**src/rtl/enc_pkg.sv**
```systemverilog
// Shared constants and types for the rotary encoder front-end and rotational_encoder.
package enc_pkg;

  localparam logic ENC_A_IDLE  = 1'b0;
  localparam logic ENC_B_IDLE  = 1'b0;
  localparam logic ENC_PB_IDLE = 1'b1;

  localparam int GLITCH_W_DEFAULT = 8;

  typedef enum logic [1:0] {
    PB_NONE    = 2'd0,
    PB_PRESS   = 2'd1,
    PB_RELEASE = 2'd2
  } pb_press_type;

  // Debounce counter width: $clog2(n), never narrower than one bit.
  function automatic int cnt_width(input int n);
    return (n > 1) ? $clog2(n) : 1;
  endfunction

endpackage

```
**src/rtl/debounce_chan.sv**
```systemverilog
// One input channel: SYNC_STAGES-deep synchroniser followed by an N-cycle
// stability debouncer; flags a glitch when a mismatch run aborts early.
module debounce_chan
  import enc_pkg::*;
#(
  parameter int   SYNC_STAGES = 2,
  parameter int   N           = 4,
  parameter logic IDLE        = 1'b0
) (
  input  logic clk,
  input  logic rstn,
  input  logic d_raw,
  output logic d_db,
  output logic glitch
);

  localparam int             CW   = cnt_width(N);
  localparam logic [CW-1:0]  LAST = CW'(N - 1);

  logic [SYNC_STAGES-1:0] sync;
  logic                   s_out;
  logic [CW-1:0]          cnt;

  // Chain is preloaded with the idle level so reset release creates no edge.
  always_ff @(posedge clk or negedge rstn) begin
    if (!rstn) begin
      sync <= {SYNC_STAGES{IDLE}};
    end else begin
      sync <= {sync[SYNC_STAGES-2:0], d_raw};
    end
  end

  assign s_out = sync[SYNC_STAGES-1];

  always_ff @(posedge clk or negedge rstn) begin
    if (!rstn) begin
      d_db <= IDLE;
      cnt  <= '0;
    end else if (s_out == d_db) begin
      cnt <= '0;
    end else if (cnt == LAST) begin
      d_db <= s_out;
      cnt  <= '0;
    end else begin
      cnt <= cnt + CW'(1);
    end
  end

  assign glitch = (cnt != '0) && (s_out == d_db);

endmodule

```
**src/rtl/encoder_input_conditioner.sv**
```systemverilog
// Rotary encoder front-end: clean A/B/PB for rotational_encoder, pushbutton
// edge strobes and a saturating glitch counter for bring-up diagnostics.
module encoder_input_conditioner
  import enc_pkg::*;
#(
  parameter int SYNC_STAGES = 2,
  parameter int AB_DEBOUNCE = 100,
  parameter int PB_DEBOUNCE = 50000,
  parameter int GLITCH_W    = GLITCH_W_DEFAULT
) (
  input  logic                clk,
  input  logic                rstn,
  input  logic                a_raw,
  input  logic                b_raw,
  input  logic                pb_raw,
  input  logic                glitch_clr,
  output logic                A_db,
  output logic                B_db,
  output logic                PB_db,
  output logic                pb_press,
  output logic                pb_release,
  output logic [GLITCH_W-1:0] glitch_cnt
);

  if (SYNC_STAGES < 2 || AB_DEBOUNCE < 1 || PB_DEBOUNCE < 1) begin : g_param_check
    $error("encoder_input_conditioner: SYNC_STAGES must be >= 2 and debounce lengths >= 1");
  end

  logic         a_glitch;
  logic         b_glitch;
  logic         pb_glitch;
  logic         pb_prev;
  pb_press_type pb_evt;

  debounce_chan #(
    .SYNC_STAGES(SYNC_STAGES),
    .N          (AB_DEBOUNCE),
    .IDLE       (ENC_A_IDLE)
  ) u_a (
    .clk   (clk),
    .rstn  (rstn),
    .d_raw (a_raw),
    .d_db  (A_db),
    .glitch(a_glitch)
  );

  debounce_chan #(
    .SYNC_STAGES(SYNC_STAGES),
    .N          (AB_DEBOUNCE),
    .IDLE       (ENC_B_IDLE)
  ) u_b (
    .clk   (clk),
    .rstn  (rstn),
    .d_raw (b_raw),
    .d_db  (B_db),
    .glitch(b_glitch)
  );

  debounce_chan #(
    .SYNC_STAGES(SYNC_STAGES),
    .N          (PB_DEBOUNCE),
    .IDLE       (ENC_PB_IDLE)
  ) u_pb (
    .clk   (clk),
    .rstn  (rstn),
    .d_raw (pb_raw),
    .d_db  (PB_db),
    .glitch(pb_glitch)
  );

  always_comb begin
    pb_evt = PB_NONE;
    if (pb_prev && !PB_db) begin
      pb_evt = PB_PRESS;
    end else if (!pb_prev && PB_db) begin
      pb_evt = PB_RELEASE;
    end
  end

  always_ff @(posedge clk or negedge rstn) begin
    if (!rstn) begin
      pb_prev    <= ENC_PB_IDLE;
      pb_press   <= 1'b0;
      pb_release <= 1'b0;
    end else begin
      pb_prev    <= PB_db;
      pb_press   <= (pb_evt == PB_PRESS);
      pb_release <= (pb_evt == PB_RELEASE);
    end
  end

  // Two guard bits so a 0..3 increment on a saturated count cannot wrap.
  logic [1:0]          glitch_sum;
  logic [GLITCH_W+1:0] glitch_next;

  assign glitch_sum  = {1'b0, a_glitch} + {1'b0, b_glitch} + {1'b0, pb_glitch};
  assign glitch_next = {2'b00, glitch_cnt} + (GLITCH_W + 2)'(glitch_sum);

  always_ff @(posedge clk or negedge rstn) begin
    if (!rstn) begin
      glitch_cnt <= '0;
    end else if (glitch_clr) begin
      glitch_cnt <= '0;
    end else if (glitch_next[GLITCH_W+1:GLITCH_W] != 2'b00) begin
      glitch_cnt <= '1;
    end else begin
      glitch_cnt <= glitch_next[GLITCH_W-1:0];
    end
  end

endmodule
```
**config.mk**
```make
export PLATFORM = sky130hd
export DESIGN_NAME = encoder_input_conditioner
export DESIGN_NICKNAME = d
export VERILOG_FILES = /design/src/rtl/enc_pkg.sv /design/src/rtl/debounce_chan.sv /design/src/rtl/encoder_input_conditioner.sv
export SDC_FILE = /design/constraint.sdc
export NUM_CORES = 1
export LEC_CHECK = 0
export ABC_AREA = 1
export BUFFER_PORTS_ARGS = -buffer_cell sky130_fd_sc_hd__buf_2
export CORE_MARGIN = 2
export CORE_UTILIZATION = 25
export CTS_CLUSTER_SIZE = 30
export DETAILED_ROUTE_END_ITERATION = 8
export HOLD_SLACK_MARGIN = 0.15
export PLACE_DENSITY = 0.37
export SYNTH_ARGS = -nofsm -noshare
export SYNTH_HDL_FRONTEND = slang
export SYNTH_SLANG_ARGS = --single-unit
export TNS_END_PERCENT = 30
```
**constraint.sdc**
```tcl
create_clock -name clk -period 2.8 [get_ports clk]
set_input_delay 0.7 -clock clk [delete_from_list [all_inputs] [get_ports clk]]
set_output_delay 0.7 -clock clk [all_outputs]
set_load 0.01 [all_outputs]
```
### Word level (Yosys, flattened, before mapping)

Cells that the tools add are included.

* flip-flop bits (word level): 50
* input port bits: 6
* output and inout bits: 13
* word-level logic and storage cells: 54

* $add $sub $neg: 6
* equal/unequal tests: 8
* muxes and demuxes: 10
* bitwise gates (word level): 3
* reductions and logical operators: 14

Operators by type and width (number)
* 2-to-1 mux 16 bit: 2
* 2-to-1 mux 7 bit: 4
* adder 16 x 1 -> 16 bit, second input constant: 1
* equality test 16 bit, second input constant: 1
* 2-to-1 mux 8 bit: 2
* nonzero test 16 bit: 1
* adder 7 x 1 -> 7 bit, second input constant: 2
* equality test 7 bit, second input constant: 2
* nonzero test 7 bit: 2
* adder 8 x 2 -> 9 bit: 1
* AND reduction 2 bit: 3
* logical AND 1 bit: 5
* 2-to-1 mux 2 bit: 2
* equality test 1 bit: 3
* NOT 1 bit: 3
* adder 1 x 1 -> 2 bit: 1
* adder 2 x 1 -> 2 bit: 1
* equality test 2 x 1 -> 1 bit, second input constant: 1
* equality test 2 bit, second input constant: 1
* zero test 1 bit: 2
* nonzero test 2 bit: 1

### Longest topological paths before layout

Gate-level depths: netlist (run 1).

* depth after elaboration: 8
* gate-level depth with buffers: 16
* mapped depth without buffers: 16

### Cells and area by module

From an unflattened synthesis (run 1), not the netlist that was laid out.

* cells, all modules: 319
* area total of the unflattened synthesis: 2673.8 sq um

By module, submodules not included
* debounce_chan (u_pb): times used 1, cells each 137, area each 1096.1 sq um, sequential area each 479.2 sq um
* debounce_chan (u_a ...): times used 2, cells each 56, area each 489.2 sq um, sequential area each 250.2 sq um
* encoder_input_conditioner: times used 1, cells each 70, area each 599.3 sq um, sequential area each 276.5 sq um

### Least setup slack after synthesis (run 1)

No wires, ideal clock.

* path kind: register to register
* from: register u_pb.d_db
* to: register glitch_cnt[5]
* library setup time: 113 ps
* arrival: 2509 ps
* data required time: 2687 ps
* slack: 178 ps
* cell stages (with the launch flop): 14
* buffers on the path: 0
* period minus slack after synthesis: 2622 ps
* cells stage by stage: dfstp_2 -> xor2_2 -> inv_2 -> nand2_1 -> fa_1 -> inv_1 -> ha_1 -> fa_1 -> nand3_1 -> nor2_1 -> nand3_1 -> nand3_1 -> nand2_1 -> inv_1

* word-level cells in the longest chain between the ends: 7

RTL lines
* start, declared: line debounce_chan.sv:13 `output logic d_db,`
* start signal, assigned: line debounce_chan.sv:42 `d_db <= s_out;`
* equality test 1 bit (*): line debounce_chan.sv:49 `assign glitch = (cnt != '0) && (s_out == d_db);`
* logical AND 1 bit (*): line debounce_chan.sv:49
* adder 2 x 1 -> 2 bit (*): line encoder_input_conditioner.sv:96 `assign glitch_sum = {1'b0, a_glitch} + {1'b0, b_glitch} + {1'b0, pb_glitch};`
* adder 8 x 2 -> 9 bit (*): line encoder_input_conditioner.sv:97 `assign glitch_next = {2'b00, glitch_cnt} + (GLITCH_W + 2)'(glitch_sum);`
* nonzero test 2 bit: line encoder_input_conditioner.sv:104 `end else if (glitch_next[GLITCH_W+1:GLITCH_W] != 2'b00) begin`
* 2-to-1 mux 8 bit (*): line encoder_input_conditioner.sv:104
* 2-to-1 mux 8 bit (*): line encoder_input_conditioner.sv:102 `end else if (glitch_clr) begin`
* end signal, assigned: line encoder_input_conditioner.sv:107 `glitch_cnt <= glitch_next[GLITCH_W-1:0];`
* end, declared: line encoder_input_conditioner.sv:22 `output logic [GLITCH_W-1:0] glitch_cnt`

Every way passes the cells marked *; elsewhere a longest branch is shown, timed or not.
A chain may end at the register's enable or synchronous reset.

### Worst setup path after layout (run 1)

* from: register u_pb.cnt[1]
* to: register glitch_cnt[5]

* word-level cells in the longest chain between the ends: 7

RTL lines
* start, declared: line debounce_chan.sv:22 `logic [CW-1:0] cnt;`
* start signal, assigned: line debounce_chan.sv:45 `cnt <= cnt + CW'(1);`
* nonzero test 16 bit (*): line debounce_chan.sv:49
* logical AND 1 bit (*): line debounce_chan.sv:49
* adder 2 x 1 -> 2 bit (*): line encoder_input_conditioner.sv:96
* adder 8 x 2 -> 9 bit (*): line encoder_input_conditioner.sv:97
* nonzero test 2 bit: line encoder_input_conditioner.sv:104
* 2-to-1 mux 8 bit (*): line encoder_input_conditioner.sv:104
* 2-to-1 mux 8 bit (*): line encoder_input_conditioner.sv:102

Marks and branches as above.

==> results of run 1 <==
[synth_stat cells (6+ instances only)]
master                     n  share of area
sky130_fd_sc_hd__a21oi_1  11          0.021
sky130_fd_sc_hd__dfrtp_1  46           0.45
sky130_fd_sc_hd__ha_1      8          0.039
sky130_fd_sc_hd__inv_1    55          0.081
sky130_fd_sc_hd__nand2_1  64          0.094
sky130_fd_sc_hd__nand3_1  21          0.041
sky130_fd_sc_hd__nand4_1   6          0.015
sky130_fd_sc_hd__nor2_1   56          0.082
sky130_fd_sc_hd__nor3_1    9          0.018
sky130_fd_sc_hd__o21ai_0   6          0.012
sky130_fd_sc_hd__xor2_1    8          0.027
[through the flow]
step	worst slack, ns	util
after floorplan	0.178	-
after global placement	0.114	0.297
after detailed placement	0.0751	0.297
after CTS	0.0471	0.312
after global routing	-0.0212	0.314
final	0.257	0.314
[area by class of cell]
| type | instances | area [um^2] |
|---|---|---|
| inverters | 56 | 210 |
| flip-flops and latches | 50 | 1260 |
| clock buffers | 6 | 82.6 |
| clock inverters | 2 | 60.1 |
| fillers | 1075 | 6770 |
| multi-input cells | 207 | 1110 |
| repair buffers | 34 | 210 |
| well taps | 133 | 166 |
[flip-flops by register name, summed over array words and instances, names as in the netlist]
register,count
pb_press,1
pb_prev,1
pb_release,1
u_a.cnt,7
u_b.sync,2
u_pb.d_db,1
u_b.d_db,1
u_pb.sync,2
u_b.cnt,7
glitch_cnt,8
u_pb.cnt,16
u_a.sync,2
u_a.d_db,1
[timing repair]
| item | 4_1_cts | 5_1_grt |
|---|---|---|
| setup buffers | 0 | 1 |
| gates resized for setup | 0 | 4 |
| setup endpoints to repair | 0 | 8 |
[cell families after synthesis]
| family | synth area share |
|---|---|
| buf+inv | 0.0820 |
| flops | 0.490 |
| fa+ha+maj | 0.0547 |
| compound gates | 0.0396 |
| simple gates | 0.286 |
| xor+xnor | 0.0474 |
[power groups by stage]
| stage | logic [mW] | registers, mW | clock network [mW] |
|---|---|---|---|
| detailed placement | 0.170 | 0.796 | 0 |
| finish | 0.168 | 0.781 | 0.636 |
| floorplan | 0.0948 | 0.797 | 0 |
| global placement | 0.173 | 0.795 | 0 |
| global route | 0.208 | 0.787 | 0.688 |
| CTS | 0.170 | 0.782 | 0.663 |
[layer usage]
layer | share of wire | routed length [um] | up-vias | global-route usage
met3 | 0.027 | 146 | 5 | 0.0229
met2 | 0.44 | 2440 | 21 | 0.165
li1 | - | - | 1046 | -
met4 | 0.0085 | 47 | 0 | 0.0257
met1 | 0.52 | 2870 | 925 | 0.155
met5 | 0 | 0 | - | 0
[critical path, cell delays in order (launching register included)]
cell and delay [ns]:
sky130_fd_sc_hd__dfrtp_1 0.40, sky130_fd_sc_hd__inv_1 0.06, sky130_fd_sc_hd__ha_1 0.17, sky130_fd_sc_hd__nand3_1 0.08, sky130_fd_sc_hd__nor2_1 0.05, sky130_fd_sc_hd__nand3_1 0.09, sky130_fd_sc_hd__nand2_1 0.07, sky130_fd_sc_hd__fa_1 0.47
sky130_fd_sc_hd__inv_1 0.04, sky130_fd_sc_hd__ha_1 0.21, sky130_fd_sc_hd__fa_2 0.36, sky130_fd_sc_hd__nand3_2 0.11, sky130_fd_sc_hd__nor2_2 0.06, sky130_fd_sc_hd__nand3_2 0.11, sky130_fd_sc_hd__nand3_1 0.09, sky130_fd_sc_hd__nand2_1 0.06
sky130_fd_sc_hd__inv_1 0.04
[path summary, 6_finish.rpt]
check	start	end	slack, ns	cells past startpoint
worst max-delay path	u_pb.cnt[1]	glitch_cnt[5]	0.26	16
max in group asynchronous	rstn	pb_release	1.84	2
worst min register to register	u_b.sync[0]	u_b.sync[1]	0.36	0
min in group asynchronous	rstn	u_pb.cnt[11]	0.49	2
worst min-delay path	u_b.sync[0]	u_b.sync[1]	0.36	0
worst max register to register	u_pb.cnt[1]	glitch_cnt[5]	0.26	16
==> Implementation_results.wiki, run 1 <==
{| class="wikitable"
! Metric !! Value
|-
| Result of the run || complete, no violations
|-
| Power dissipated by switching net loads || 0.382 mW
|-
| Largest voltage drop on the vdd net || 231 uV
|-
| TritonCTS clock tree || done
|-
| ANT nets after route || 0
|-
| Part of the total power dissipated in combinational logic || 0.106
|-
| Final standard cell area without fillers || 0.00310 mm^2
|-
| CP Launch Type || flop
|-
| Flip-flop and latch count after synthesis || 50
|-
| Average wire length per cell after detail routing || 11.3 um
|-
| Area Growth Syn to Fin || 20.8%
|-
| Clock sinks || 50
|-
| Most common cell after layout, fill and taps aside || sky130_fd_sc_hd__nand2_1
|-
| Violation count after the first detailed-routing iteration || 71
|-
| Pwr dens || 512 mW/mm^2
|-
| Switching part of the total || 0.241
|-
| Internal cell power || 1.20 mW
|-
| Sequential element share of the synthesized area || 0.490
|-
| Floorplan die height || 105 um
|-
| Highest clock rate || 0.393 GHz
|-
| Total power || 1.58 mW
|-
| Final slew viol count || 0
|-
| Number of enable flip-flop cells after synthesis || 0
|-
| Initial antenna violation count || 0
|-
| Post-place instance area || 0.00293 mm^2
|-
| Number of primary I/O pins || 19
|-
| Number of optimization iterations in the first detailed-route pass || 4
|-
| Clk Latency, worst-skew pair || 0.30 ns
|-
| Fin Hold WS || 0.364 ns
|-
| Chip width || 105 um
|-
| Critical setup path kind || flop to flop
|-
| Number of antenna diodes || 0
|-
| Routability Congestion || 0.760
|-
| Count of cell types in the netlist || 25
|-
| Depth of the CTS H-tree || 2
|-
| Post-synthesis net count || 329
|-
| Initial core utilization || 0.260
|-
| Critical path arrival || 2.75 ns
|-
| Total detailed-routing wirelength || 5500 um
|-
| Clock-pin slew of the registers on the worst-case setup and hold paths || 0.10 ns
|-
| Hold bufs inserted after CTS || 0
|-
| Max transition margin || 0.551
|-
| Dpl hpwl || 4180 um
|-
| Critical path fanouts, max || 6
|-
| Setup crit end kind || flop
|-
| Synth Instances || 313
|-
| Clock group share of total power || 0.401
|-
| Power share of the sequential group || 0.493
|-
| Vias/cell || 4.09
|-
| Final setup violation count || 0
|-
| First-pass GRT wire length || 9670 um
|-
| Clock buffer depth || 2
|-
| Total Neg Setup Slack || 0 ns
|-
| Quantity of I/O buffers inserted on ports || 18
|-
| Synthesized area per cell || 8.19 um^2
|-
| Worst hold-check path type || flop to flop
|-
| Top library cells by usage in the layout, fill and taps aside || sky130_fd_sc_hd__nand2_1, sky130_fd_sc_hd__nor2_1, sky130_fd_sc_hd__inv_1, sky130_fd_sc_hd__dfrtp_1, sky130_fd_sc_hd__nand3_1
|-
| Vias in the first global route || 1958
|-
| Number of endpoints with negative hold slack in the final report || 0
|-
| Placed insts || 479
|-
| Max cap viols || 0
|-
| Library cell used as clock root buffer || sky130_fd_sc_hd__clkbuf_8
|-
| Total global routing overflow || 0
|-
| Worst clock skew || 0.00711 ns
|-
| Pin count of the biggest net entering global routing || 51
|-
| Fin cells || 488
|-
| Worst-Margin Slew || 0.674 ns
|-
| Area of the mapped netlist || 0.00256 mm^2
|-
| Floorplan Core Area || 0.00986 mm^2
|-
| Worst EP required || 3.01 ns
|-
| DRC viols || 0
|-
| Final net count || 370
|-
| Total leakage power || 1.56 nW
|-
| Most used flip-flop cell after synthesis || sky130_fd_sc_hd__dfrtp_1
|-
| GRT Resource Usage Total || 0.108
|-
| Fraction of layout instances using a drive strength above 1 || 0.166
|-
| Async S/R FF share, synth || 1.00
|-
| Final period utilization || 0.908
|-
| Tmin final || 2.54 ns
|-
| Die area || 0.0111 mm^2
|-
| Total number of vias || 1997
|-
| Number of buffers added by the clock tree synthesis step || 5
|-
| Cell row count || 36
|-
| Warning count from the yosys run || 0
|}
No activity file was read; power rests on OpenSTA's default activity.
==> run 2, diff against run 1 <==
Settings changed: BUFFER_PORTS_ARGS -buffer_cell sky130_fd_sc_hd__buf_2 to -buffer_cell sky130_fd_sc_hd__buf_4, CORE_UTILIZATION 25 to 54, PLACE_DENSITY 0.37 to 0.73.
Clock period 2.8 ns to 2.2 ns, I/O delays scaled along.
==> Implementation_results.wiki, run 2 (same netlist as run 1, synthesis figures left out) <==
{| class="wikitable"
! Metric !! Value
|-
| Final net count || 391
|-
| Tmin final || 2.53 ns
|-
| Power dissipated by switching net loads || 0.492 mW
|-
| Vias in the first global route || 2054
|-
| Hold bufs inserted after CTS || 0
|-
| Clock buffer depth || 2
|-
| Worst EP required || 2.41 ns
|-
| CP Launch Type || flop
|-
| Largest registers || u_pb.cnt: 16 flops, glitch_cnt: 8 flops
|-
| Initial core utilization || 0.550
|-
| Clock group share of total power || 0.301
|-
| Worst Path Buf+Inv || 3
|-
| R2R Setup Slk || -0.33 ns
|-
| Die area || 0.00531 mm^2
|-
| Biggest register || u_pb.cnt
|-
| Post-place instance area || 0.00302 mm^2
|-
| Worst-Margin Slew || 0.621 ns
|-
| Max transition margin || 0.586
|-
| Pin count of the biggest net entering global routing || 51
|-
| Dpl hpwl || 3880 um
|-
| Final period utilization || 1.15
|-
| Placed insts || 417
|-
| Number of buffers added by the clock tree synthesis step || 5
|-
| Fraction of layout instances using a drive strength above 1 || 0.245
|-
| Final standard cell area without fillers || 0.00324 mm^2
|-
| Vias/cell || 5.06
|-
| Worst-path cell chain || inv_1 -> ha_2 -> nand3_2 -> nor2_1 -> nand3_1 -> nand2_2 -> fa_1 -> inv_2 -> ha_4 -> fa_2 -> nand3_4 -> nor2_4 -> nand3_4 -> nand3_2 -> nand2_2 -> inv_1
|-
| Highest clock rate || 0.396 GHz
|-
| Violation count after the first detailed-routing iteration || 92
|-
| Area Growth Syn to Fin || 26.4%
|-
| Max cap viols || 0
|-
| Failing checks || setup timing
|-
| Final setup violation count || 8
|-
| Most common cell after layout, fill and taps aside || sky130_fd_sc_hd__nand2_1
|-
| Floorplan Core Area || 0.00466 mm^2
|-
| Largest voltage drop on the vdd net || 301 uV
|-
| Chip width || 72.9 um
|-
| Power share of the sequential group || 0.542
|-
| GRT Resource Usage Total || 0.217
|-
| Clock-pin slew of the registers on the worst-case setup and hold paths || 0.09 ns
|-
| Capturing point of the worst reg2reg path || glitch_cnt[5]
|-
| Max reg flops || 16
|-
| Routability Congestion || 0.893
|-
| Quantity of I/O buffers inserted on ports || 18
|-
| Pwr dens || 567 mW/mm^2
|-
| Number of antenna diodes || 0
|-
| Total number of vias || 2175
|-
| Final slew viol count || 0
|-
| Critical path arrival || 2.73 ns
|-
| Filler cell count in the final layout || 388
|-
| First-pass GRT wire length || 8980 um
|-
| Total global routing overflow || 0
|-
| PnR worst setup slack || -0.327 ns
|-
| Unrepaired setup endpoints after global routing || yes
|-
| Switching part of the total || 0.267
|-
| Total leakage power || 1.66 nW
|-
| Clk Latency, worst-skew pair || 0.30 ns
|-
| Part of the total power dissipated in combinational logic || 0.157
|-
| Critical setup path kind || flop to flop
|-
| Number of endpoints with negative hold slack in the final report || 0
|-
| Depth of the CTS H-tree || 2
|-
| Average wire length per cell after detail routing || 12.5 um
|-
| Floorplan die height || 72.9 um
|-
| Setup crit end kind || flop
|-
| Initial antenna violation count || 0
|-
| Top library cells by usage in the layout, fill and taps aside || sky130_fd_sc_hd__nand2_1, sky130_fd_sc_hd__nor2_1, sky130_fd_sc_hd__inv_1, sky130_fd_sc_hd__buf_4, sky130_fd_sc_hd__dfrtp_1
|-
| Clock sinks || 50
|-
| Cell row count || 25
|-
| DRC viols || 0
|-
| Worst Reg-to-Reg Cells || 16
|-
| Total detailed-routing wirelength || 5370 um
|-
| Library cell used as clock root buffer || sky130_fd_sc_hd__clkbuf_8
|-
| Worst clock skew || 0.00455 ns
|-
| ANT nets after route || 0
|-
| Number of primary I/O pins || 19
|-
| Number of optimization iterations in the first detailed-route pass || 4
|-
| Kind of cell with the highest combined delay on the critical path || adder cells
|-
| Internal cell power || 1.35 mW
|-
| Launching point of the worst reg2reg path || u_pb.cnt[1]
|-
| TritonCTS clock tree || done
|-
| Worst hold-check path type || primary input to async pin
|-
| Fin cells || 430
|-
| Result of the run || finished, violations left
|-
| Slowest-stage cell, CP || sky130_fd_sc_hd__fa_1
|-
| Slowest stage delay, CP || 0.54 ns
|-
| Critical path fanouts, max || 6
|}
==> run 2: worst max path at each step <==
stage                 from       endpoint  slack (ns)  cells past startpoint
2_1_floorplan    u_pb.d_db  glitch_cnt[3]       -0.26                     13
3_3_place_gp   u_pb.cnt[2]  glitch_cnt[5]       -0.26                     13
3_5_place_dp   u_pb.cnt[2]  glitch_cnt[5]       -0.31                     13
4_1_cts        u_pb.cnt[0]  glitch_cnt[5]       -0.22                     16
5_1_grt        u_pb.cnt[0]  glitch_cnt[5]       -0.46                     16
6_report       u_pb.cnt[1]  glitch_cnt[5]       -0.33                     16
==> run 2: power groups by stage <==
stage          registers (mW)  clock network (mW)  logic [mW]
2_1_floorplan            1.02                   0       0.125
3_3_place_gp             1.01                   0       0.241
3_5_place_dp             1.01                   0       0.247
4_1_cts                 0.992               0.567       0.254
5_1_grt                  1.00               0.596       0.322
6_report                0.995               0.554       0.288
==> run 2: layout make-up <==
class	count	area, um^2	share of cell area
multi-input combinational	207	1190	0.368
tap	54	67.6	0.0209
timing repair buffer	55	417	0.129
clock inverter	2	12.5	0.00386
inverter	56	210	0.0649
sequential	50	1260	0.388
clock buffer	6	82.6	0.0255
==> run 2: timing repair <==
item / in CTS / in global routing
pin swaps: 5 / 11
gates resized for setup: 5 / 13
cloned: 0 / 0
setup buffers: 1 / 5
setup endpoints to repair: 8 / 8
==> run 2: layer usage <==
layer | track usage | part of all wire | wire length, um | vias to the layer above
met3 | 0.0442 | 0.051 | 275 | 6
met5 | 0 | 0 | 0 | -
met2 | 0.358 | 0.50 | 2660 | 55
met1 | 0.295 | 0.44 | 2380 | 1023
met4 | 0.0576 | 0.010 | 55 | 0
li1 | - | - | - | 1091
==> run 2: per-stage QoR <==
stage	TNS (ns)	hold WS, ns	utilization	power [mW]	worst slack, ns
floorplan	-1.77	0.254	-	1.14	-0.256
global placement	-1.89	0.334	0.649	1.25	-0.259
detailed placement	-2.12	0.342	0.649	1.26	-0.307
CTS	-1.61	0.277	0.676	1.81	-0.221
global route	-3.35	0.313	0.695	1.92	-0.460
finish	-2.30	0.261	0.695	1.84	-0.327
==> run 3, diff against run 2 <==
Settings changed: CELL_PAD_IN_SITES_DETAIL_PLACEMENT set to 0, CELL_PAD_IN_SITES_GLOBAL_PLACEMENT set to 2, CORE_UTILIZATION 54 to 32, PLACE_DENSITY 0.73 to 0.71, RECOVER_POWER set to 50.
==> Implementation_results.wiki, run 3 (same netlist as run 1, synthesis figures left out) <==
{| class="wikitable"
! Metric !! Value
|-
| Result of the run || finished, violations left
|-
| Failing checks || setup timing
|-
| Routed met2 length || 2560 um
|-
| Quantity of I/O buffers inserted on ports || 18
|-
| Internal cell power || 1.42 mW
|-
| CP Launch Type || flop
|-
| Clock sinks || 50
|-
| Tmin final || 2.41 ns
|-
| Hold bufs inserted after CTS || 0
|-
| Wire length on met3 || 162 um
|-
| Biggest register || u_pb.cnt
|-
| Average wire length per cell after detail routing || 11.7 um
|-
| Max transition margin || 0.120
|-
| Total detailed-routing wirelength || 5540 um
|-
| ANT nets after route || 0
|-
| Clock-pin slew of the registers on the worst-case setup and hold paths || 0.10 ns
|-
| Floorplan die height || 93.5 um
|-
| Largest registers || u_pb.cnt: 16 flops, glitch_cnt: 8 flops
|-
| Setup crit end kind || flop
|-
| Max cap viols || 0
|-
| Final period utilization || 1.10
|-
| Most common cell after layout, fill and taps aside || sky130_fd_sc_hd__nand2_1
|-
| Fraction of layout instances using a drive strength above 1 || 0.213
|-
| Final setup violation count || 8
|-
| Area Growth Syn to Fin || 26.3%
|-
| Worst Reg-to-Reg Cells || 16
|-
| Initial antenna violation count || 0
|-
| Pwr dens || 589 mW/mm^2
|-
| Power share of the sequential group || 0.520
|-
| Number of optimization iterations in the first detailed-route pass || 4
|-
| Switching part of the total || 0.257
|-
| Cell row count || 32
|-
| Max reg flops || 16
|-
| GRT Resource Usage Total || 0.141
|-
| Total global routing overflow || 0
|-
| Critical path fanouts, max || 6
|-
| Unrepaired setup endpoints after global routing || yes
|-
| PnR worst setup slack || -0.211 ns
|-
| Met1 wire length || 2760 um
|-
| Total power || 1.90 mW
|-
| Worst-Margin Slew || 1.32 ns
|-
| Largest voltage drop on the vdd net || 261 uV
|-
| Dpl hpwl || 4120 um
|-
| Top layer in use || met4
|-
| TritonCTS clock tree || done
|-
| Vias/cell || 4.38
|-
| Top library cells by usage in the layout, fill and taps aside || sky130_fd_sc_hd__nand2_1, sky130_fd_sc_hd__nor2_1, sky130_fd_sc_hd__inv_1, sky130_fd_sc_hd__dfrtp_1, sky130_fd_sc_hd__buf_4
|-
| Final slew viol count || 0
|-
| Launching point of the worst reg2reg path || u_pb.cnt[0]
|-
| Worst EP required || 2.40 ns
|-
| Launch point of the worst path || u_pb.cnt[0]
|-
| Initial core utilization || 0.332
|-
| Number of endpoints with negative hold slack in the final report || 0
|-
| Routability Congestion || 0.763
|-
| Die area || 0.00874 mm^2
|-
| Number of antenna diodes || 0
|-
| Floorplan Core Area || 0.00773 mm^2
|-
| Total Neg Setup Slack || -1.49 ns
|-
| Part of the total power dissipated in combinational logic || 0.137
|-
| Depth of the CTS H-tree || 2
|-
| Endpoint of the worst setup timing path || glitch_cnt[5]
|-
| Chip width || 93.5 um
|-
| Pin count of the biggest net entering global routing || 51
|-
| Violation count after the first detailed-routing iteration || 85
|-
| Total number of vias || 2071
|-
| Capturing point of the worst reg2reg path || glitch_cnt[5]
|-
| Number of primary I/O pins || 19
|-
| First-pass GRT wire length || 9610 um
|-
| Clk Latency, worst-skew pair || 0.30 ns
|-
| Library cell used as clock root buffer || sky130_fd_sc_hd__clkbuf_8
|-
| Vias in the first global route || 2058
|-
| Total leakage power || 1.63 nW
|-
| Number of buffers added by the clock tree synthesis step || 5
|-
| Worst clock skew || 0.00997 ns
|-
| Power dissipated by switching net loads || 0.489 mW
|-
| Core Util, Final || 0.419
|-
| Clock group share of total power || 0.343
|-
| Highest clock rate || 0.415 GHz
|-
| Worst hold-check path type || primary input to flop
|-
| Critical path arrival || 2.61 ns
|-
| Critical setup path kind || flop to flop
|-
| DRC viols || 0
|-
| Clock buffer depth || 2
|-
| Final net count || 386
|-
| R2R Setup Slk || -0.21 ns
|}
[run 3: cell types whose count changed in the layout (fill, tap and decap cells not counted), sizes merged]
cell    change
bufinv      +1
clkinv      -1
buf         -9
clkbuf      +4
[run 3: metal layers]
metal  vias to the layer above  GRT usage
met5                         -          0
met1                       963      0.192
met3                         4     0.0298
li1                       1078          -
met4                         0     0.0368
met2                        26      0.228
[run 3: how the worst min path moves through the flow]
| stage | start | to | slack, ns | depth (start not counted) |
|---|---|---|---|---|
| 2_1_floorplan | rstn | glitch_cnt[0] | 0.25 | 0 |
| 3_3_place_gp | u_b.sync[0] | u_b.sync[1] | 0.33 | 0 |
| 3_5_place_dp | u_b.sync[0] | u_b.sync[1] | 0.34 | 0 |
| 4_1_cts | rstn | u_b.d_db | 0.29 | 1 |
| 5_1_grt | pb_raw | u_pb.sync[0] | 0.33 | 1 |
| 6_report | pb_raw | u_pb.sync[0] | 0.34 | 1 |
[run 3: area by class of cell]
type                            count  area, um^2
Clock buffer                        6        72.6
Clock inverter                      2        37.5
Fill cell                         786        4490
Inverter                           56         210
Multi-Input combinational cell    207        1160
Sequential cell                    50        1260
Tap cell                          102         128
Timing Repair Buffer               50         373
[run 3: power by group through the flow]
stage                     Sequential (mW)  Combinational (mW)  Clock (mW)
after detailed placement             1.01               0.245           0
after floorplan                      1.02               0.125           0
final                               0.991               0.260       0.654
after global routing                0.998               0.306       0.726
after global placement               1.01               0.244           0
after CTS                           0.993               0.253       0.691
[run 3: critical path: stages, from the launching register on]
cell	delay (ns)
sky130_fd_sc_hd__dfrtp_1	0.35
sky130_fd_sc_hd__inv_1	0.05
sky130_fd_sc_hd__ha_2	0.17
sky130_fd_sc_hd__nand3_2	0.06
sky130_fd_sc_hd__nor2_1	0.04
sky130_fd_sc_hd__nand3_1	0.07
sky130_fd_sc_hd__nand2_1	0.07
sky130_fd_sc_hd__fa_1	0.49
sky130_fd_sc_hd__inv_2	0.04
sky130_fd_sc_hd__ha_4	0.15
sky130_fd_sc_hd__fa_2	0.38
sky130_fd_sc_hd__nand3_4	0.12
sky130_fd_sc_hd__nor2_4	0.05
sky130_fd_sc_hd__nand3_4	0.09
sky130_fd_sc_hd__nand3_1	0.08
sky130_fd_sc_hd__nand2_1	0.06
sky130_fd_sc_hd__inv_1	0.03
[run 3: what timing repair did]
action                                  CTS  global route
pin swaps                                 6             3
setup buffers                             1             0
endpoints found under the setup margin    8             8
gates resized for setup                   6             4
[run 3: stage by stage]
step | std cells | hold WS (ns) | worst slack, ns | instance area, um^2
floorplan | 313 | 0.254 | -0.256 | 2580
global placement | 464 | 0.334 | -0.282 | 3080
detailed placement | 464 | 0.336 | -0.326 | 3080
CTS | 473 | 0.287 | -0.228 | 3220
global route | 473 | 0.326 | -0.417 | 3240
finish | 473 | 0.345 | -0.211 | 3240
